==> src/rtl/fsk_tx_ctrl.sv <==
// Byte-to-FSK frame controller: turns each accepted byte into a start bit, eight
// LSB-first data bits and a stop bit, each held on fsk_sel for SYM_CYCLES clocks.
module fsk_tx_ctrl #(
   parameter int unsigned SYM_CYCLES = 10000,
   parameter logic        IDLE_SEL   = 1'b1
) (
   input  logic       sys_clk,
   input  logic       sys_rst,
   input  logic       en,
   input  logic [7:0] s_data,
   input  logic       s_valid,
   output logic       s_ready,
   output logic       fsk_sel,
   output logic       tx_busy,
   output logic       sym_strobe,
   output logic       tx_done
);

   localparam logic [1:0] ST_IDLE  = 2'd0;
   localparam logic [1:0] ST_START = 2'd1;
   localparam logic [1:0] ST_DATA  = 2'd2;
   localparam logic [1:0] ST_STOP  = 2'd3;

   localparam logic [15:0] SYM_LAST = 16'(SYM_CYCLES - 1);

   logic [1:0]  state;
   logic [15:0] sym_cnt;
   logic [2:0]  bit_cnt;
   logic [7:0]  shreg;
   logic        sym_last;
   logic        accept;

   assign sym_last = (sym_cnt == SYM_LAST);
   // A new byte can only be taken while idle or on the final stop cycle, so frames abut.
   assign s_ready  = !sys_rst && en &&
                     ((state == ST_IDLE) || ((state == ST_STOP) && sym_last));
   assign accept   = s_valid && s_ready;
   assign tx_done  = !sys_rst && (state == ST_STOP) && sym_last;

   always_ff @(posedge sys_clk) begin
      if (sys_rst) begin
         state      <= ST_IDLE;
         sym_cnt    <= '0;
         bit_cnt    <= '0;
         shreg      <= '0;
         fsk_sel    <= IDLE_SEL;
         tx_busy    <= 1'b0;
         sym_strobe <= 1'b0;
      end else begin
         sym_strobe <= 1'b0;
         if (state == ST_IDLE) begin
            if (accept) begin
               state      <= ST_START;
               sym_cnt    <= '0;
               shreg      <= s_data;
               fsk_sel    <= 1'b0;
               tx_busy    <= 1'b1;
               sym_strobe <= 1'b1;
            end
         end else if (!sym_last) begin
            sym_cnt <= sym_cnt + 16'd1;
         end else begin
            sym_cnt    <= '0;
            sym_strobe <= 1'b1;
            case (state)
               ST_START: begin
                  state   <= ST_DATA;
                  bit_cnt <= '0;
                  fsk_sel <= shreg[0];
                  shreg   <= shreg >> 1;
               end
               ST_DATA: begin
                  if (bit_cnt == 3'd7) begin
                     state   <= ST_STOP;
                     fsk_sel <= 1'b1;
                  end else begin
                     bit_cnt <= bit_cnt + 3'd1;
                     fsk_sel <= shreg[0];
                     shreg   <= shreg >> 1;
                  end
               end
               ST_STOP: begin
                  if (accept) begin
                     state   <= ST_START;
                     shreg   <= s_data;
                     fsk_sel <= 1'b0;
                  end else begin
                     state      <= ST_IDLE;
                     fsk_sel    <= IDLE_SEL;
                     tx_busy    <= 1'b0;
                     sym_strobe <= 1'b0;
                  end
               end
               default: begin
                  state <= ST_IDLE;
               end
            endcase
         end
      end
   end

endmodule

==> config.mk <==
export PLATFORM = sky130hd
export DESIGN_NAME = fsk_tx_ctrl
export DESIGN_NICKNAME = d
export VERILOG_FILES = /design/src/rtl/fsk_tx_ctrl.sv
export SDC_FILE = /design/constraint.sdc
export NUM_CORES = 1
export LEC_CHECK = 0
export CELL_PAD_IN_SITES_DETAIL_PLACEMENT = 0
export CELL_PAD_IN_SITES_GLOBAL_PLACEMENT = 1
export CORE_MARGIN = 4
export CORE_UTILIZATION = 30
export DETAILED_ROUTE_END_ITERATION = 10
export PLACE_DENSITY = 0.63
export RECOVER_POWER = 100
export SETUP_SLACK_MARGIN = 0.1
export SYNTH_ARGS = -nofsm -noshare
export SYNTH_HDL_FRONTEND = slang
export SYNTH_SLANG_ARGS = --single-unit
==> constraint.sdc <==
create_clock -name sys_clk -period 3.42 [get_ports sys_clk]
set_clock_uncertainty 0.05 [all_clocks]
set_input_delay 0.855 -clock sys_clk [delete_from_list [all_inputs] [get_ports sys_clk]]
set_output_delay 0.855 -clock sys_clk [all_outputs]
set_load 0.02 [all_outputs]
==> impl_metrics.sql <==
INSERT INTO impl_metrics (metric_group, metric, value, unit) VALUES
('setup_path', 'launching_element_type_of_the_critical_path', 'flip-flop', ''),
('setup_path', 'worstPathRequired', '2.51', 'ns'),
('cells_and_area', 'drive_gt1_share', '9.362', '%'),
('timing', 'worst_slack', '0.3386', 'ns'),
('clock_tree', 'clock-sinks', '32', ''),
('clock_tree', 'postCtsHoldBufs', '0', ''),
('synth', 'post_synth_num_cell_types', '47', ''),
('routing', 'drt.antenna.violating_nets', '0', ''),
('floorplanning', 'die-width', '84.63', 'µm'),
('global_route', 'gr-total-overflow', '0', ''),
('synth', 'ys_ff_latch', '32', ''),
('global_route', 'grt_first_pass_wirelength', '7603', 'µm'),
('floorplanning', 'pin_count', '17', ''),
('pwr', 'maximum_vdd_ir_drop', '173.9', 'µV'),
('routing', 'drt_first_pass_iters', '4', ''),
('timing', 'max_clk_rate', '324.5', 'MHz'),
('timing', 'rsz_0062_raised_after_global_routing', 'false', ''),
('routing', 'detail_route.wirelength', '4380', 'µm'),
('setup_path', 'crit_type', 'reg2out', ''),
('floorplanning', 'rows', '27', ''),
('clock_tree', 'cts.htree.levels', '2', ''),
('floorplanning', 'initial_utilization', '31.41', '%'),
('clock_tree', 'max-clock-path-buffers', '2', ''),
('clock_tree', 'worst_skew_pair.late_latency', '0.29', 'ns'),
('pwr', 'total_power', '0.7837', 'mW'),
('synth', 'synth_enable_flop_cells', '0', ''),
('cells_and_area', 'nets', '252', ''),
('setup_path', 'critical_path.endpoint_type', 'output port', ''),
('timing', 'setup-violations-final', '0', ''),
('pwr', 'lkg_pwr', '0.7096', 'nW'),
('clock_tree', 'tritoncts.num_buffers', '5', ''),
('synth', 'synth_top_cell_area_share', '36.36', '%'),
('timing', 'setup-tns-final', '0', 'ns'),
('routing', 'detail_route.drc_violations', '0', ''),
('placed_design', 'buffer_ports.inserted', '16', ''),
('global_route', 'grt_util_all_layers', '13.19', '%'),
('synth', 'synth_fp_nets', '231', ''),
('timing', 'worst_slew_margin_rel', '56.75', '%'),
('timing', 'hold_violations', '0', ''),
('outcome', 'status', 'finished, final reports clean', ''),
('placed_design', 'gpl.final_weighted_congestion', '0.7900', ''),
('cells_and_area', 'multi_input_area', '0.001025', 'mm²'),
('synth', 'syn-mean-instance-area', '8.271', 'µm²'),
('timing', 'post-route-min-period', '3.081', 'ns'),
('routing', 'wire_length_per_cell_after_detailed_routing', '14.27', 'µm'),
('setup_path', 'critical_path_maximum_fanout', '10', ''),
('clock_tree', 'tritoncts_clock_tree', 'done', ''),
('pwr', 'cellPowerDensity', '372.6', 'mW/mm²'),
('cells_and_area', 'antenna_cells_inserted', '0', ''),
('global_route', 'grt_antenna_before_repair', '0', ''),
('clock_tree', 'clock_slew_at_reported_path_ffs', '0.06', 'ns'),
('global_route', 'first_global_vias', '1544', ''),
('routing', 'vias_per_cell', '5.153', ''),
('synth', 'synth_top_cell_by_area', 'sky130_fd_sc_hd__dfxtp_1', ''),
('synth', 'syn-instance-count', '213', ''),
('floorplanning', 'fp.coreArea', '0.005608', 'mm²'),
('cells_and_area', 'syn_to_final_growth', '19.39', '%'),
('cells_and_area', 'fillCellCount', '619', ''),
('cells_and_area', 'fin_util', '37.51', '%'),
('synth', 'yosys-top-cells-area', 'sky130_fd_sc_hd__dfxtp_1, sky130_fd_sc_hd__nand3_1, sky130_fd_sc_hd__ha_1', ''),
('placed_design', 'minimum_setup_slack_after_placement', '0.3060', 'ns'),
('clock_tree', 'clock-root-buffer', 'sky130_fd_sc_hd__clkbuf_8', ''),
('routing', 'dr_total_vias', '1582', ''),
('synth', 'synth.cell_area', '0.001762', 'mm²'),
('placed_design', 'detailedPlacementHpwl', '3213', 'µm'),
('floorplanning', 'die_height', '84.63', 'µm'),
('synth', 'ys.warnings.count', '0', ''),
('timing', 'timing_worst_slew_pin_value', '0.6438', 'ns'),
('routing', 'drt_iter0_drc', '91', ''),
('global_route', 'grt_start_max_net_pins', '19', ''),
('cells_and_area', 'seq_area', '640.6', 'µm²'),
('synth', 'ys_async_sr_fraction', '0', '%'),
('floorplanning', 'die_area', '0.007162', 'mm²'),
('timing', 'slew_violations', '0', ''),
('setup_path', 'cp.arrival', '2.18', 'ns'),
('worst_hold_path', 'timing.hold.worst.class', 'reg2reg', ''),
('job', 'count_of_max_cap_constraint_violations', '0', ''),
('synth', 'synthFlopType', 'sky130_fd_sc_hd__dfxtp_1', ''),
('timing', 'final_min_period_over_clock_period', '90.10', '%'),
('synth', 'ys_seq_area_share', '36.36', '%');
-- sequential cells by signal, summed over array words and instances (netlist names) --
| name | count |
|---|---|
| sym_cnt | 16 |
| shreg | 8 |
| bit_cnt | 3 |
| state | 2 |
| fsk_sel | 1 |
| sym_strobe | 1 |
| tx_busy | 1 |
-- path summary, 6_finish.rpt --
check	to	slack, ns	from	cells past startpoint
setup / recovery	s_ready	0.34	sym_cnt[0]$_SDFFE_PP0P_	7
hold / removal	bit_cnt[1]$_SDFFE_PP0P_	0.43	bit_cnt[1]$_SDFFE_PP0P_	2
setup reg to reg	shreg[6]$_SDFFE_PP0P_	1.13	state[0]$_SDFFE_PP0P_	8
hold reg to reg	bit_cnt[1]$_SDFFE_PP0P_	0.43	bit_cnt[1]$_SDFFE_PP0P_	2
-- cell usage in the layout (no fill, tap or decap), types with 4 or more instances in the layout --
cell type,synthesis,final
sky130_fd_sc_hd__clkbuf_1,5,4
sky130_fd_sc_hd__dfxtp_1,32,32
sky130_fd_sc_hd__o22ai_1,8,8
sky130_fd_sc_hd__nor2_1,10,10
sky130_fd_sc_hd__ha_1,6,6
sky130_fd_sc_hd__clkdlybuf4s50_1,0,10
sky130_fd_sc_hd__dlygate4sd3_1,0,4
sky130_fd_sc_hd__and3_1,4,4
sky130_fd_sc_hd__a21oi_1,12,12
sky130_fd_sc_hd__inv_1,16,16
sky130_fd_sc_hd__a221oi_1,7,7
sky130_fd_sc_hd__nand4_1,4,4
sky130_fd_sc_hd__buf_4,0,4
sky130_fd_sc_hd__or3_1,6,6
sky130_fd_sc_hd__nor3_1,6,7
sky130_fd_sc_hd__clkbuf_8,0,6
sky130_fd_sc_hd__nand3_1,16,16
sky130_fd_sc_hd__nand2_1,20,20
sky130_fd_sc_hd__nand2b_1,5,5
sky130_fd_sc_hd__o21ai_0,1,8
sky130_fd_sc_hd__a31oi_1,9,9
-- synth_stat cells (2+ instances only) --
cell	count
sky130_fd_sc_hd__nor4_1	2
sky130_fd_sc_hd__nand2_1	20
sky130_fd_sc_hd__ha_1	6
sky130_fd_sc_hd__a221oi_1	7
sky130_fd_sc_hd__a21oi_1	12
sky130_fd_sc_hd__nor4b_2	2
sky130_fd_sc_hd__nand3_1	16
sky130_fd_sc_hd__nor2_1	10
sky130_fd_sc_hd__a31oi_1	9
sky130_fd_sc_hd__nor3_2	2
sky130_fd_sc_hd__mux2i_1	2
sky130_fd_sc_hd__nand4_1	4
sky130_fd_sc_hd__dfxtp_1	32
sky130_fd_sc_hd__o22ai_1	8
sky130_fd_sc_hd__xnor2_1	2
sky130_fd_sc_hd__inv_1	16
sky130_fd_sc_hd__xor2_1	2
sky130_fd_sc_hd__clkbuf_1	5
sky130_fd_sc_hd__nand2b_1	5
sky130_fd_sc_hd__and3_1	4
sky130_fd_sc_hd__buf_2	3
sky130_fd_sc_hd__or3_1	6
sky130_fd_sc_hd__nor3_1	6
sky130_fd_sc_hd__o21ai_1	9
-- final cells by class --
cell class                 count  area share, %
inverter                      16          2.855
tap                           72          4.283
sequential                    32          30.46
timing repair buffer          23          9.280
clock buffer                   6          3.926
clock inverter                 2         0.4759
multi-input combinational    156          48.72
-- metal layers --
metal / GRT usage [%] / share of wire, %
met1: 18.50 / 51
met2: 19.50 / 43
met3: 3.631 / 3.7
met4: 4.173 / 1.6
met5: 0 / 0
-- power by group --
part,internal [mW],switching (mW)
combinational,0.0400,0.0510
clock,0.160,0.139
sequential,0.386,0.00758
total,0.586,0.198
-- stage by stage --
stage,hold slack [ns],area [µm²],std cells
after detailed placement,0.4111,2027,299
after CTS,0.4216,2118,307
after floorplan,0.3938,1762,213
final,0.4263,2103,307
after global placement,0.4068,2027,299
after global routing,0.4447,2103,307
-- worst max-delay path: stages (launching register included) --
cell and delay, ns:
sky130_fd_sc_hd__dfxtp_1 0.41, sky130_fd_sc_hd__ha_1 0.24, sky130_fd_sc_hd__nand3_2 0.14, sky130_fd_sc_hd__nor4bb_2 0.30
sky130_fd_sc_hd__buf_4 0.22, sky130_fd_sc_hd__a21oi_1 0.08, sky130_fd_sc_hd__nor3b_1 0.19, sky130_fd_sc_hd__clkdlybuf4s15_1 0.33
-- cell families after synthesis --
group | after synthesis | synth area share (%)
simple gates | 90 | 30.40
compound gates | 54 | 20.31
flops | 32 | 36.36
buf+inv | 25 | 5.540
fa+ha+maj | 6 | 4.261
xor+xnor | 4 | 1.989
mux | 2 | 1.136
-- what timing repair did --
item | CTS | global route
endpoints found under the setup margin | 1 | 2
setup buffers | 0 | 0
resized for setup | 1 | 3
Power figures use the tool's default switching activity.
